### src/rtl/chunked_adder_if.sv
// chunked_adder_if: handshake and operand/result bundle for chunked_adder.
//   start, sub, a, b : request and operands, driven by the requester (master)
//   sat              : saturate-on-overflow request (only with CHUNKED_ADDER_SAT_EN)
//   busy, done       : operation in progress / one-cycle completion pulse
//   sum, ovf         : {carry-out, result} and signed overflow, held until next completion
// WIDTH must match the WIDTH of the chunked_adder instance it connects to.
interface chunked_adder_if #(
  parameter int WIDTH = 16
);
  logic             start;
  logic             sub;
  logic [WIDTH-1:0] a;
  logic [WIDTH-1:0] b;
  logic             busy;
  logic             done;
  logic [WIDTH:0]   sum;
  logic             ovf;
`ifdef CHUNKED_ADDER_SAT_EN
  logic             sat;

  modport master (output start, sub, a, b, sat, input busy, done, sum, ovf);
  modport slave  (input start, sub, a, b, sat, output busy, done, sum, ovf);
`else
  modport master (output start, sub, a, b, input busy, done, sum, ovf);
  modport slave  (input start, sub, a, b, output busy, done, sum, ovf);
`endif
endinterface

### src/rtl/chunked_adder.sv
// chunked_adder: multi-cycle adder/subtractor, carry chain split into CHUNK-bit
// slices processed one per clock.
// Ports:
//   clk   : rising-edge clock
//   rst_n : asynchronous active-low reset
//   bus   : chunked_adder_if.slave (start/sub/a/b in, busy/done/sum/ovf out)
// Optional feature macro: CHUNKED_ADDER_SAT_EN adds bus.sat; when sat was sampled
// high and the result overflows, sum[WIDTH-1:0] is clamped (carry and ovf stay raw).
//
// state | meaning
// IDLE  | waiting for start; done may be high for one cycle here
// RUN   | one slice summed per clock, busy high
module chunked_adder #(
  parameter int WIDTH = 16,
  parameter int CHUNK = 4
) (
  input logic          clk,
  input logic          rst_n,
  chunked_adder_if.slave bus
);
  localparam int NCHUNK = WIDTH / CHUNK;
  localparam int IW     = (NCHUNK > 1) ? $clog2(NCHUNK) : 1;
  localparam logic [IW-1:0] LAST_IDX = IW'(NCHUNK - 1);

  localparam logic [0:0] IDLE = 1'b0;
  localparam logic [0:0] RUN  = 1'b1;

  localparam logic [WIDTH-1:0] CLAMP_POS = {WIDTH{1'b1}} >> 1;
  localparam logic [WIDTH-1:0] CLAMP_NEG = ~CLAMP_POS;

  logic [0:0]       state;
  logic [WIDTH-1:0] opa;
  logic [WIDTH-1:0] opb;
  logic             carry;
  logic [IW-1:0]    idx;
  logic [WIDTH-1:0] acc;
  logic             sign_a;
  logic             sign_b;
  logic             done_q;
  logic [WIDTH:0]   sum_q;
  logic             ovf_q;
`ifdef CHUNKED_ADDER_SAT_EN
  logic             sat_q;
`endif

  logic [CHUNK:0]   slice;
  logic [WIDTH-1:0] next_acc;
  logic [WIDTH-1:0] result;
  logic             ovf_raw;
  int               base;

  // Current slice plus the accumulator as it will look after this edge; the
  // completing edge takes the final result from next_acc so sum never shows
  // a partially built value.
  always_comb begin
    base     = int'(idx) * CHUNK;
    slice    = {1'b0, opa[base +: CHUNK]} + {1'b0, opb[base +: CHUNK]}
             + {{CHUNK{1'b0}}, carry};
    next_acc = acc;
    next_acc[base +: CHUNK] = slice[CHUNK-1:0];
    ovf_raw  = (sign_a == sign_b) && (next_acc[WIDTH-1] != sign_a);
    result   = next_acc;
`ifdef CHUNKED_ADDER_SAT_EN
    if (sat_q && ovf_raw) begin
      result = sign_a ? CLAMP_NEG : CLAMP_POS;
    end
`endif
  end

  always_ff @(posedge clk or negedge rst_n) begin
    if (!rst_n) begin
      state  <= IDLE;
      opa    <= '0;
      opb    <= '0;
      carry  <= 1'b0;
      idx    <= '0;
      acc    <= '0;
      sign_a <= 1'b0;
      sign_b <= 1'b0;
      done_q <= 1'b0;
      sum_q  <= '0;
      ovf_q  <= 1'b0;
`ifdef CHUNKED_ADDER_SAT_EN
      sat_q  <= 1'b0;
`endif
    end else begin
      done_q <= 1'b0;
      if (state == IDLE) begin
        if (bus.start) begin
          // Subtraction is a + ~b + 1: invert B here, carry-in supplies the +1.
          opa    <= bus.a;
          opb    <= bus.sub ? ~bus.b : bus.b;
          carry  <= bus.sub;
          idx    <= '0;
          acc    <= '0;
          sign_a <= bus.a[WIDTH-1];
          sign_b <= bus.sub ? ~bus.b[WIDTH-1] : bus.b[WIDTH-1];
`ifdef CHUNKED_ADDER_SAT_EN
          sat_q  <= bus.sat;
`endif
          state  <= RUN;
        end
      end else begin
        acc   <= next_acc;
        carry <= slice[CHUNK];
        if (idx == LAST_IDX) begin
          state  <= IDLE;
          idx    <= '0;
          done_q <= 1'b1;
          sum_q  <= {slice[CHUNK], result};
          ovf_q  <= ovf_raw;
        end else begin
          idx <= idx + IW'(1);
        end
      end
    end
  end

  assign bus.busy = (state == RUN);
  assign bus.done = done_q;
  assign bus.sum  = sum_q;
  assign bus.ovf  = ovf_q;
endmodule

### src/flat_wrapper.sv
// flat-port wrapper written by rule: the top's interface ports become plain ports
module chunked_adder_flat 
#(
  parameter int WIDTH = 16,
  parameter int CHUNK = 4
)
  (clk, rst_n, bus_start, bus_sub, bus_a, bus_b, bus_busy, bus_done, bus_sum, bus_ovf);
  chunked_adder_if #(.WIDTH(WIDTH)) bus_i ();
  input logic clk;
  input logic rst_n;
  input wire logic [$bits(bus_i.start)-1:0] bus_start;
  input wire logic [$bits(bus_i.sub)-1:0] bus_sub;
  input wire logic [$bits(bus_i.a)-1:0] bus_a;
  input wire logic [$bits(bus_i.b)-1:0] bus_b;
  output wire logic [$bits(bus_i.busy)-1:0] bus_busy;
  output wire logic [$bits(bus_i.done)-1:0] bus_done;
  output wire logic [$bits(bus_i.sum)-1:0] bus_sum;
  output wire logic [$bits(bus_i.ovf)-1:0] bus_ovf;
  assign bus_i.start = bus_start;
  assign bus_i.sub = bus_sub;
  assign bus_i.a = bus_a;
  assign bus_i.b = bus_b;
  assign bus_busy = bus_i.busy;
  assign bus_done = bus_i.done;
  assign bus_sum = bus_i.sum;
  assign bus_ovf = bus_i.ovf;
  chunked_adder #(.WIDTH(WIDTH), .CHUNK(CHUNK)) u_core (.clk(clk), .rst_n(rst_n), .bus(bus_i));
endmodule
### config.mk
export PLATFORM = sky130hd
export DESIGN_NAME = chunked_adder_flat
export DESIGN_NICKNAME = d
export VERILOG_FILES = /design/src/rtl/chunked_adder_if.sv /design/src/rtl/chunked_adder.sv /design/src/flat_wrapper.sv
export SDC_FILE = /design/constraint.sdc
export NUM_CORES = 1
export LEC_CHECK = 0
export CAP_MARGIN = 0
export CORE_UTILIZATION = 45
export DETAILED_ROUTE_END_ITERATION = 10
export PLACE_DENSITY_LB_ADDON = 0.25
export SLEW_MARGIN = 15
export SYNTH_ARGS = -nofsm -noshare
export SYNTH_HDL_FRONTEND = slang
export SYNTH_SLANG_ARGS = --single-unit
### constraint.sdc
create_clock -name clk -period 7.85 [get_ports clk]
set_input_delay 1.57 -clock clk [delete_from_list [all_inputs] [get_ports clk]]
set_output_delay 1.57 -clock clk [all_outputs]
set_load 0.02 [all_outputs]
Word-level counts from Yosys, hierarchy flattened --
Index checks and enable logic that the tools add are counted. Widths: inputs -> output; s select.
Cells by class: add/subtract/negate cells 4, $mul 0, div/mod/pow operators 0, magnitude comparators 0, eq/ne operators 3, shift operators 4, multiplexer cells 15, bitwise operators 3, reduce and logical (&&, ||, !) cells 4
Operator list (count):
- $mux 16 | 3
- $neg 4->33 | 1
- $shift 4x33->16 const A | 1
- $shiftx 4x33->16 | 1
- $shiftx 16x5->4 | 2
- $bwmux 16 | 1
- $not 16->16 | 1
- $mux 1 | 8
- $mux 2 | 3
- $add 4x4->5 | 1
- $add 5x1->5 | 1
- $reduce_and 2->1 | 2
- $add 2x1->2 const B | 1
- $eq 2x2->1 const B | 1
- $not 1->1 | 2
- $reduce_bool 2->1 | 1
- $eq 1x1->1 | 1
- $logic_and 1x1->1 | 1
- $ne 1x1->1 | 1
Storage, ports and cells: flip-flop bits (word level) 73, latch bits 0, bits in writable memories 0, memory bits (read-only) 0, memories kept 0

Depth between registers and ports, before layout --
Gate-level depths: netlist of run 1.
depth after elaboration 7, mapped depth 9, mapped depth without buffers 8

Least setup slack after synthesis of run 1 --
OpenSTA, ideal clock, no wires.
path kind flip-flop to flip-flop, from reg u_core.idx[0], to reg u_core.acc[1], arrival time 2.529 ns, path slack 5.255 ns, stages on the path, launching flop included 8, path buffers 1, clock period less this slack 2.595 ns, cell sequence dfrtp_1 -> buf_6 -> mux4_2 -> fa_1 -> inv_1 -> fa_1 -> nor2b_1 -> a22o_1
On the way: cells in the longest elaborated chain, start to end 6
Ends and longest elaborated chain:
- start: declaration | RTL line chunked_adder.sv:35 | logic [IW-1:0] idx;
- start signal: assignment | RTL line chunked_adder.sv:113 | idx <= idx + IW'(1);
- $shiftx 16x5->4 | RTL line chunked_adder.sv:57 | slice = {1'b0, opa[base +: CHUNK]} + {1'b0, opb[base +: CHUNK]}
- $add 4x4->5 | RTL line chunked_adder.sv:57
- $add 5x1->5 | RTL line chunked_adder.sv:58 | + {{CHUNK{1'b0}}, carry};
- $shiftx 4x33->16 | RTL line chunked_adder.sv:60 | next_acc[base +: CHUNK] = slice[CHUNK-1:0];
- $bwmux 16 (*) | RTL line chunked_adder.sv:60
- $mux 16 (*) | RTL line chunked_adder.sv:88 | if (state == IDLE) begin
- end signal: assignment | RTL line chunked_adder.sv:104 | acc <= next_acc;
- end: declaration | RTL line chunked_adder.sv:36 | logic [WIDTH-1:0] acc;
Mark *: on every way between the ends. The rest lies on a longest branch, timed or not. A chain may end at the register's enable or synchronous reset.

Worst setup path in the final report of run 1 --
from reg u_core.state, in the netlist u_core.bus.busy, to out bus_busy
RTL lines:
- start: declaration | RTL line chunked_adder.sv:31 | logic [0:0] state;
- start signal: assignment | RTL line chunked_adder.sv:72 | state <= IDLE;
- start signal: assignment | RTL line chunked_adder.sv:101 | state <= RUN;
- start signal: assignment | RTL line chunked_adder.sv:107 | state <= IDLE;
- end: declaration | RTL line flat_wrapper.sv:15 | output wire logic [$bits(bus_i.busy)-1:0] bus_busy;
No word-level cell between the ends.

==> results.cfg, run 1 <==
[finish]
seqCellArea_um2 = 1780
finalInstanceArea_um2 = 4310
layout.nets = 442
drive_gt1_share_pct = 10.3
num_antenna_cells = 0
fillerInstances = 630
area_delta_synth_final_pct = 24.1
multi_input_area_um2 = 1560

[detailed_routing]
ant_nets = 0
dr.pass1.iters = 4
drc_errors = 0
wl_mm = 7.21
vias_per_cell = 5.19
first_iter_violations = 207
wl_per_cell_um = 14.5
vias = 2590

[logic_synthesis]
ys.warnings.count = 0
synth_nets = 386
synthesis.area_um2 = 3470
synth-seq-cells = 71
synth_sequential_area_ratio_pct = 51.2
synth_cells = 339
avgSynthCellArea_um2 = 10.2
ys_types = 43

[placement]
port_buffers = 55
placed_cell_area_um2 = 4100
routabilityCongestion = 0.871
dp.final_hpwl_mm = 5.10

[grt]
grt_max_degree = 72
grt_usage_pct = 19.9
overflow = 0
antenna_found_initial = 0
grt_pass1_vias = 2506
grt_first_pass_wirelength_mm = 12.6

[floorplanning]
initial_core_util_pct = 47.1
coreArea_um2 = 7370
die_w_um = 89.8
die_area_um2 = 8070
die_y_um = 89.8
num_rows = 31
ios = 56

[timing]
period_needed_ns = 3.14
setup_violations = 0
slew_headroom_pct = 38.7
drv_slew = 0
fin_crit_sh_pct = 40.0
clock_skew_ns = 0.0106
hold_violations = 0
rsz0062_at_grt = no
max_slew.worst_pin.slew_ns = 0.917
max_clock_freq_ghz = 0.319
setup_tns_ns = 0

[clock_tree]
cts_sinks = 71
htree_levels = 3
post_cts_resized = 0
root_buffer = clkbuf_8
post-cts-setup-buffer-count = 0
clk_latency_ns = 0.34
tritoncts = built
clock_tree.buffer_depth = 2
cts_buffers = 9
path_clk_slew_ns = 0.08
cts_hold_buf = 0

[status]
status = finished clean

[setup_path]
crit_required_ns = 6.28
critPathLaunchType = flop
critPathCaptureType = output port
path_class = reg2out
critical_path_arrival_ns = 1.57
worstPathMaxFanout = 21

[worst_hold_path]
hold_class = reg2reg

[power_and_ir_drop]
irDropWorstVdd_mv = 0.193
total_power_w = 0.00189
powerDensity_nw_per_um2 = 440
p_leak_nw = 1.92

[flow_run]
maxCapViolCount = 0
[where the power goes]
| part | internal [W] | switching [W] | total, W |
|---|---|---|---|
| clock | 0.000163 | 0.000133 | 0.000296 |
| combinational | 0.000408 | 0.000551 | 0.000960 |
| sequential | 0.000523 | 0.000116 | 0.000638 |
| total | 0.00109 | 0.000800 | 0.00189 |
[per-layer routing]
layer	GRT usage, %	part of all wire (%)	vias to the layer above	wire (um)
li1	-	-	1274	-
met1	27.9	46	1227	3330
met2	30.0	46	79	3310
met3	4.48	5.9	10	423
met4	8.06	2.1	0	150
met5	0	0	-	0
[worst max-delay path, cell delays in order, from the launching register on]
cell	delay, ns
dfrtp_1	0.33
buf_4	0.24
clkdlybuf4s50_1	0.64
[placed cells by master (no fill, tap or decap), types with 9 or more instances in the layout]
cell type,count
inv_1,13
o21ai_0,35
ha_1,9
dfrtp_1,71
xnor2_1,17
clkdlybuf4s50_1,54
a21oi_1,13
nor2b_1,11
clkbuf_8,11
nand2_1,88
[final cells by class]
class,count,area share [%]
clock buffers,11,3.52
multi-input cells,239,36.3
repair buffers,60,13.5
clock inverters,5,1.31
well taps,99,2.88
inverters,14,1.22
flip-flops and latches,71,41.3
[stage by stage]
step	hold WS, ns	worst slack [ns]	utilization [%]	instances
after CTS	0.477	4.70	58.4	499
final	0.472	4.71	58.4	499
after detailed placement	0.459	4.73	55.6	483
after global routing	0.497	4.53	58.4	499
after global placement	0.453	4.75	55.6	483
after floorplan	0.437	5.25	-	339
[logic make-up (layout without fill, tap and decap cells)]
| group | Yosys count | in the layout | share of synthesized area, % |
|---|---|---|---|
| simple gates | 125 | 125 | 16.4 |
| compound gates | 72 | 72 | 12.7 |
| flops | 71 | 71 | 51.2 |
| buf+inv | 29 | 90 | 3.78 |
| xor+xnor | 17 | 17 | 4.29 |
| mux | 14 | 14 | 7.21 |
| fa+ha+maj | 11 | 11 | 4.40 |
[cell usage after synthesis (all sizes together)]
cell type,instances,area share [%]
a22o,4,1.0
o32ai,3,0.76
and4,1,0.25
nand3,5,0.87
xnor2,17,4.3
nand2b,3,0.54
nor3,3,0.58
fa,2,1.2
o22ai,2,0.36
ha,9,3.2
a21boi,1,0.32
o21ai,36,5.2
o31ai,2,0.43
clkbuf,4,0.43
inv,13,1.4
a32o,3,0.87
mux4,8,5.3
a21o,1,0.25
a21oi,14,2.1
a221oi,2,0.50
dfrtp,71,51
nand2,88,9.5
a22oi,1,0.22
and4bb,1,0.36
nor2b,11,2.0
mux2,5,1.6
a2bb2oi,1,0.25
and3,3,0.54
mux2i,1,0.29
nor2,7,0.76
or3,1,0.18
a211oi,2,0.43
and3b,1,0.36
clkinv,1,0.11
nand4bb,1,0.47
buf,11,1.8
[registers in the layout (all words and copies together) (netlist names)]
name and flops:
u_core.bus.sum 17, u_core.acc 16, u_core.opa 15, u_core.opb 15
u_core.idx 2, u_core.bus.busy 1, u_core.bus.done 1, u_core.bus.ovf 1
u_core.carry 1, u_core.sign_a 1, u_core.sign_b 1
[path summary, 6_finish.rpt]
check	from	endpoint	slack [ns]	depth (start not counted)
max reg2reg	u_core.idx[0]$_DFFE_PN0P_	u_core.acc[1]$_DFFE_PN0P_	4.78	6
min reg2reg	u_core.opa[8]$_DFFE_PN0P_	u_core.opa[8]$_DFFE_PN0P_	0.47	2
min in group asynchronous	rst_n	u_core.opb[0]$_DFFE_PN0P_	1.42	2
max	u_core.bus.busy$_DFF_PN0_	bus_busy	4.71	2
max in group asynchronous	rst_n	u_core.opa[4]$_DFFE_PN0P_	5.82	2
min	u_core.opa[8]$_DFFE_PN0P_	u_core.opa[8]$_DFFE_PN0P_	0.47	2
Power figures use the tool's default switching activity.
==> inputs of run 2 (changes only) <==
==> constraint.sdc (replaced) <==
create_clock -name clk -period 2.5 [get_ports clk]
set_input_delay 0.5 -clock clk [delete_from_list [all_inputs] [get_ports clk]]
set_output_delay 0.5 -clock clk [all_outputs]
set_load 0.02 [all_outputs]
==> run 2 against run 1 <==
  * First-iteration DRC count is 7.7% lower
  * Clock skew is 0.0027 ns lower
  * Cell area is 1.9% higher
  * Critical path type is now reg2reg
==> results.cfg, run 2 (synthesis results as in run 1) <==
[placement]
placed_cells = 494
routabilityCongestion = 0.899
dp.final_hpwl_mm = 5.65
port_buffers = 55
pre_cts_ws_ns = 0.0437

[detailed_routing]
highest_layer = met4
drt-met1-wl_mm = 3.58
ant_nets = 0
first_iter_violations = 191
drc_errors = 0
route.met3.wl_um = 264
wl_per_cell_um = 14.9
dr.pass1.iters = 4
wl_mm = 7.62
vias = 2580
wl_met2_mm = 3.66
vias_per_cell = 5.06

[timing]
setup_violations = 0
max_clock_freq_ghz = 0.410
fin_crit_sh_pct = 97.7
period_needed_ns = 2.44
rsz0062_at_grt = yes
setup_tns_ns = 0
hold_violations = 0
slew_headroom_pct = 62.1
timing.final.ws_setup_ns = 0.0580
holdWs_ns = 0.136
max_slew.worst_pin.slew_ns = 0.568
drv_slew = 0
clock_skew_ns = 0.00796

[clock_tree]
cts_sinks = 71
htree_levels = 3
clk_latency_ns = 0.35
clock_tree.buffer_depth = 2
root_buffer = clkbuf_8
cts_buffers = 9
tritoncts = built
cts_hold_buf = 0
path_clk_slew_ns = 0.07

[setup_path]
critPathLaunchType = flop
crit_required_ns = 2.72
critical_path_arrival_ns = 2.66
r2r_start = u_core.idx[0]$_DFFE_PN0P_
critPathCaptureType = flop
path_class = reg2reg
startpoint = u_core.idx[0]$_DFFE_PN0P_
worstPathMaxFanout = 8

[floorplanning]
initial_core_util_pct = 47.1
die_y_um = 89.8
ios = 56
num_rows = 31
die_w_um = 89.8
die_area_um2 = 8070
coreArea_um2 = 7370

[finish]
layout_common_cells = nand2_1, dfrtp_1, clkdlybuf4s50_1
num_antenna_cells = 0
layout.nets = 454
stdcell_count = 510
largest_reg_flops = 17
fillerInstances = 668
drive_gt1_share_pct = 13.9
area_delta_synth_final_pct = 26.5
final_common_cell = nand2_1

[grt]
antenna_found_initial = 0
overflow = 0
grt_first_pass_wirelength_mm = 13.1
grt_max_degree = 50
grt_usage_pct = 21.0
grt_pass1_vias = 2625

[power_and_ir_drop]
powerDensity_nw_per_um2 = 1400
p_leak_nw = 1.95
irDropWorstVdd_mv = 0.612
total_power_w = 0.00614

[worst_hold_path]
hold_class = in2async

[flow_run]
maxCapViolCount = 0

[status]
status = finished clean
run 2: final cells by class:
| cell class | instances | area, um^2 | share of cell area, % |
|---|---|---|---|
| Sequential cell | 71 | 1780 | 40.5 |
| Tap cell | 99 | 124 | 2.82 |
| Clock inverter | 3 | 20.0 | 0.456 |
| Timing Repair Buffer | 72 | 673 | 15.3 |
| Inverter | 14 | 52.6 | 1.20 |
| Clock buffer | 12 | 145 | 3.31 |
| Multi-Input combinational cell | 239 | 1600 | 36.4 |
run 2: repair_timing:
action,4_1_cts,5_1_grt
setup endpoints to repair,0,19
endpoints found under the hold margin,0,0
buffers inserted,0,1
resized for setup,0,9
run 2: through the flow:
stage               area (um^2)  util [%]
global route               4390      59.6
floorplan                  3470         -
CTS                        4350      59.0
finish                     4390      59.6
global placement           4190      56.8
detailed placement         4190      56.8
run 2: worst max-delay path: stages, from the launching register on:
cell and delay, ns:
dfrtp_2 0.46, mux4_2 0.54, fa_1 0.42, inv_1 0.08, fa_2 0.21, xnor2_1 0.13, a221oi_1 0.39, nor2_1 0.09
run 2: report_power, final:
part           leakage, nW  switching, W  internal [W]
logic                0.954       0.00181       0.00155
clock network       0.0785      0.000411      0.000380
registers            0.921      0.000349       0.00164
run 2: final timing paths:
path | end | depth (start not counted) | slack (ns)
hold reg to reg | u_core.acc[10]$_DFFE_PN0P_ | 2 | 0.47
max in group asynchronous | u_core.bus.sum[15]$_DFFE_PN0P_ | 2 | 1.53
setup reg to reg | u_core.bus.sum[2]$_DFFE_PN0P_ | 7 | 0.06
hold / removal | u_core.opb[11]$_DFFE_PN0P_ | 1 | 0.14
min in group clk | u_core.acc[10]$_DFFE_PN0P_ | 2 | 0.47
setup / recovery | u_core.bus.sum[2]$_DFFE_PN0P_ | 7 | 0.06
run 2: layer usage:
layer  global-route usage [%]  up-vias
met1                     27.7     1221
met3                     3.89       11
li1                         -     1288
met4                     8.20        0
met2                     34.2       60
met5                        0        -
==> inputs of run 3 (changes only) <==
--- a/config.mk
+++ b/config.mk
@@ -5,7 +5,7 @@
 export SDC_FILE = /design/constraint.sdc
 export NUM_CORES = 1
 export LEC_CHECK = 0
-export CAP_MARGIN = 0
+export ABC_AREA = 1
 export CORE_UTILIZATION = 45
 export DETAILED_ROUTE_END_ITERATION = 10
 export PLACE_DENSITY_LB_ADDON = 0.25
==> run 3 against run 2 <==
  * Clock-buffer cell count shrank 2
  * Highest routed layer unchanged
  * Largest cell class unchanged
  * Combinational power is 8.9% lower
  * Sequential share of layout area up 0.093 points
==> results.cfg, run 3 <==
[status]
status = finished clean

[setup_path]
critPathCaptureType = flop
critPathLaunchType = flop
path_class = reg2reg
cp_top_family = adder cells
cp_num_buf_inv = 4
startpoint = u_core.idx[0]$_DFFE_PN0P_
r2r_slack_ns = 0.12
reg2reg_to = u_core.acc[13]$_DFFE_PN0P_
r2r_start = u_core.idx[0]$_DFFE_PN0P_
cpMaxStageDelayCell = dfrtp_2
crit_required_ns = 2.77
worstPathMaxFanout = 6
slowest_delay_ns = 0.47
crit_chain = o21ai_0 > o22ai_2 > fa_2 > inv_2 > fa_1 > nor2_1 > inv_1 > nor2_2 > inv_2 > o22ai_1 > inv_1 > o22ai_1
r2r_cells = 12
critical_path_arrival_ns = 2.65

[logic_synthesis]
synth_edf_count = 0
synth_top_cell_area_share_pct = 51.2
yosys-mux-area-fraction_pct = 0
synth_fa_ha_area_share_pct = 4.40
synth_top_family_by_area = simple AND/OR/NAND/NOR gates
ys.warnings.count = 0
synth_top_cell_by_area = dfrtp_1
synth-xor-area-share_pct = 4.29
synth_area_leaders = dfrtp_1, nand2_1, o21ai_0
synth_cells = 410
avgSynthCellArea_um2 = 8.47
synth_nets = 457
synth_sequential_area_ratio_pct = 51.2
synthTopCellsByCount = nand2_1, dfrtp_1, o21ai_0, inv_1, o22ai_1
synth-seq-cells = 71
ys_types = 28
yosysMostFrequentCell = nand2_1
ys_async_sr_fraction_pct = 100
synthesis.area_um2 = 3470
synth_compound_area_share_pct = 12.8
synthSimpleGateAreaFrac_pct = 19.2
synth-main-ff-cell = dfrtp_1

[finish]
area_delta_synth_final_pct = 26.2
multi_input_area_um2 = 1460
layout_common_cells = nand2_1, dfrtp_1, clkdlybuf4s50_1
largest_reg_flops = 17
drive_gt1_share_pct = 11.2
stdcell_count = 574
final_common_cell = nand2_1
fillerInstances = 679
layout.nets = 518
seqCellArea_um2 = 1780
num_antenna_cells = 0

[placement]
routabilityCongestion = 0.879
placed_cells = 558
dp.final_hpwl_mm = 5.28
pre_cts_ws_ns = 0.0761
port_buffers = 55

[detailed_routing]
dr.pass1.iters = 4
drt-met1-wl_mm = 3.38
route.met3.wl_um = 250
vias_per_cell = 4.85
first_iter_violations = 109
wl_mm = 7.18
drc_errors = 0
wl_met2_mm = 3.46
wl_per_cell_um = 12.5
highest_layer = met4
vias = 2784
ant_nets = 0

[grt]
overflow = 0
antenna_found_initial = 0
grt_pass1_vias = 2727
grt_usage_pct = 19.3
grt_first_pass_wirelength_mm = 12.5
grt_max_degree = 49

[floorplanning]
die_y_um = 89.8
num_rows = 31
die_area_um2 = 8070
initial_core_util_pct = 47.1
ios = 56
coreArea_um2 = 7370
die_w_um = 89.8

[timing]
setup_violations = 0
max_slew.worst_pin.slew_ns = 0.497
hold_violations = 0
period_needed_ns = 2.38
fin_crit_sh_pct = 95.4
timing.final.ws_setup_ns = 0.116
slew_headroom_pct = 66.9
drv_slew = 0
clock_skew_ns = 0.00855
max_clock_freq_ghz = 0.419

[clock_tree]
cts_buffers = 9
root_buffer = clkbuf_8
clock_tree.buffer_depth = 2
clk_latency_ns = 0.35
tritoncts = built
path_clk_slew_ns = 0.08
cts_hold_buf = 0
cts_sinks = 71
htree_levels = 3

[power_and_ir_drop]
irDropWorstVdd_mv = 0.573
powerDensity_nw_per_um2 = 1330
p_leak_nw = 2.00

[worst_hold_path]
hold_class = in2async

[flow_run]
maxCapViolCount = 0
==> run 3: cell types whose count changed in the layout (fill, tap and decap cells not counted), moves of 8 or more <==
cell / before / now
inv_1: 13 / 36
nor2b_1: 10 / 0
nand2_1: 88 / 134
mux4_2: 8 / 0
o22ai_1: 2 / 24
nor2_1: 7 / 16
a21oi_1: 12 / 4
==> run 3: report_power, final <==
| part | leakage [nW] | switching, W | total, W | internal, W |
|---|---|---|---|---|
| clock | 0.0764 | 0.000426 | 0.000805 | 0.000379 |
| sequential | 0.928 | 0.000332 | 0.00198 | 0.00165 |
| combinational | 0.998 | 0.00180 | 0.00306 | 0.00125 |
==> run 3: final cells by class <==
class	instances	share of cell area, %
Clock inverter	5	0.800
Tap cell	99	2.83
Inverter	45	3.97
Sequential cell	71	40.6
Multi-Input combinational cell	275	33.4
Clock buffer	10	3.14
Timing Repair Buffer	69	15.3
==> run 3: cells by family after synthesis <==
kind of cell    Yosys count
compound gates           80
xor+xnor                 17
fa+ha+maj                11
buf+inv                  64
flops                    71
simple gates            167
==> run 3: worst max-delay path by stage <==
stage / endpoint / slack (ns) / depth (start not counted)
4_1_cts: u_core.acc[6]$_DFFE_PN0P_ / 0.07 / 12
2_1_floorplan: u_core.bus.sum[13]$_DFFE_PN0P_ / 0.01 / 15
3_5_place_dp: u_core.acc[14]$_DFFE_PN0P_ / 0.08 / 12
6_report: u_core.acc[13]$_DFFE_PN0P_ / 0.12 / 12
5_1_grt: u_core.acc[5]$_DFFE_PN0P_ / -0.03 / 12
3_3_place_gp: u_core.bus.sum[5]$_DFFE_PN0P_ / 0.14 / 13
==> run 3: per-layer routing <==
layer | up-vias | track usage [%]
li1 | 1435 | -
met1 | 1285 | 25.0
met2 | 55 | 32.1
met3 | 9 | 3.38
met4 | 0 | 8.20
met5 | - | 0
==> run 3: repair_timing <==
item                       4_1_cts  5_1_grt
buffers inserted                 0        1
gates resized for setup          0       21
hold endpoints to repair         0        0
setup endpoints to repair        0       12
==> run 3: per-stage QoR <==
stage / area (um^2) / hold slack, ns / utilization, % / power [W] / setup TNS, ns
2_1_floorplan: 3470 / 0.204 / - / 0.00399 / 0
3_3_place_gp: 4140 / 0.464 / 56.1 / 0.00480 / 0
3_5_place_dp: 4140 / 0.467 / 56.1 / 0.00488 / 0
4_1_cts: 4310 / 0.116 / 58.5 / 0.00571 / 0
5_1_grt: 4380 / 0.132 / 59.4 / 0.00639 / -0.0942
6_report: 4380 / 0.108 / 59.4 / 0.00585 / 0
==> RTL edit: new RTL, flow settings as in run 3 <==
`WIDTH` is set to 16 in 3 places; all go to 8.
--- a/src/rtl/chunked_adder_if.sv
+++ b/src/rtl/chunked_adder_if.sv
@@ -5,7 +5,7 @@
 //   sum, ovf         : {carry-out, result} and signed overflow, held until next completion
 // WIDTH must match the WIDTH of the chunked_adder instance it connects to.
 interface chunked_adder_if #(
-  parameter int WIDTH = 16
+  parameter int WIDTH = 8
 );
   logic             start;
   logic             sub;
--- a/src/rtl/chunked_adder.sv
+++ b/src/rtl/chunked_adder.sv
@@ -11,7 +11,7 @@
 // IDLE  | waiting for start; done may be high for one cycle here
 // RUN   | one slice summed per clock, busy high
 module chunked_adder #(
-  parameter int WIDTH = 16,
+  parameter int WIDTH = 8,
   parameter int CHUNK = 4
 ) (
   input logic          clk,
--- a/src/flat_wrapper.sv
+++ b/src/flat_wrapper.sv
@@ -1,7 +1,7 @@
 // flat-port wrapper written by rule: the top's interface ports become plain ports
 module chunked_adder_flat 
 #(
-  parameter int WIDTH = 16,
+  parameter int WIDTH = 8,
   parameter int CHUNK = 4
 )
   (clk, rst_n, bus_start, bus_sub, bus_a, bus_b, bus_busy, bus_done, bus_sum, bus_ovf);
Interface: changed (resized bus_a, bus_b and bus_sum); port bits go from 56 to 32. The function was not compared with the original's and may differ.
==> RTL edit against run 3 <==
- total power down 54%
- count of clock-buffer cells in the layout is 4 lower
- cell area shrank 53%
- setup slack improved by 0.22 ns
- wire length shrank 57%
- utilization up 0.63 points
- sequential cell count fell by 36
- synthesized area shrank 52%
==> RTL edit: results (changes against run 3) <==
grt_use_met1: 0.247  # was 0.250
vias: 1300  # was 2,784
clock_latency_ns: 0.33  # was 0.35 ns
cp_max_fo: 11  # was 6
grt_usage: 0.182  # was 0.193
synth-xor-area-share: 0.0477  # was 0.0429
use_met3: 0.0547  # was 0.0338
initialDrtViolationCount: 63  # was 109
synth_commonest_cells: "73 x nand2_1, 35 x dfrtp_1, 17 x inv_1, 17 x o21ai_0, 13 x nand3_1"  # was 134 x nand2_1, 71 x dfrtp_1, 40 x o21ai_0
maxSlewHeadroom: 0.666  # was 0.669
numCtsBuffers: 5  # was 9
routabilityCongestion: 0.869  # was 0.879
netlist-cell-type-count: 20  # was 28
synthAdderAreaFrac: 0.0469  # was 0.0440
worstPathArrival_ns: 2.38  # was 2.65 ns
drive_gt1_frac: 0.0524  # was 0.112
r2r_start: "u_core.idx"  # was u_core.idx[0]
fin_worst_skew_ns: 0.00489  # was 0.00855 ns
netlist_instances: 196  # was 410
fillers: 311  # was 679
cts-htree-levels: 2  # was 3
outcome: "finished clean"  # unchanged
r2r_slack_ns: 0.34  # was 0.12 ns
root_buffer: "clkbuf_4"  # was clkbuf_8
grt_pass1_wl_um: 5510  # was 12,500 um
grt_max_degree: 36  # was 49
ir_worst_vdd_mv: 0.478  # was 0.573 mV
largest_register_ffs: 9  # was 17
dp_hpwl_um: 2310  # was 5280 um
grt_pass1_vias: 1218  # was 2,727
synth_seq_area_share: 0.530  # was 0.512
RTL edit: where the power goes:
group / leakage, nW / internal, W / switching, W
clock: 0.0242 / 0.0000999 / 0.000163
sequential: 0.437 / 0.000830 / 0.000156
combinational: 0.544 / 0.000594 / 0.000866
total: 1.01 / 0.00152 / 0.00118
RTL edit: worst max-delay path, cell delays in order (launching register included):
cell and delay, ns:
dfrtp_1 0.44, inv_1 0.18, nand2_1 0.10, nand2_1 0.07
fa_1 0.44, fa_1 0.42, a21oi_1 0.17, o21bai_1 0.09
nand2_1 0.06, nand3_1 0.06
RTL edit: layer usage:
layer  wire, um  up-vias  part of all wire
met1       1520      576              0.49
met5          0        -                 0
met2       1370       38              0.44
li1           -      680                 -
met4         46        0             0.015
met3        153        6             0.050
RTL edit: final cells by class:
class / instances / area (um^2) / area share
flip-flops and latches: 35 / 876 / 0.427
multi-input cells: 135 / 673 / 0.328
repair buffers: 34 / 333 / 0.162
inverters: 19 / 71.3 / 0.0348
well taps: 46 / 57.6 / 0.0280
clock buffers: 6 / 41.3 / 0.0201
RTL edit: kinds of logic (layout without fill, tap and decap cells):
kind of cell / after synthesis / in the layout
xor+xnor: 9 / 9
buf+inv: 26 / 59
simple gates: 93 / 93
compound gates: 28 / 28
fa+ha+maj: 5 / 5
flops: 35 / 35
RTL edit: per-stage QoR:
step	total power (W)	worst slack (ns)	hold slack, ns	util
5_1_grt	0.00299	0.222	0.513	0.601
3_3_place_gp	0.00244	0.407	0.464	0.589
2_1_floorplan	0.00201	0.512	0.204	-
3_5_place_dp	0.00246	0.362	0.465	0.589
6_report	0.00271	0.340	0.485	0.601
4_1_cts	0.00273	0.337	0.489	0.601
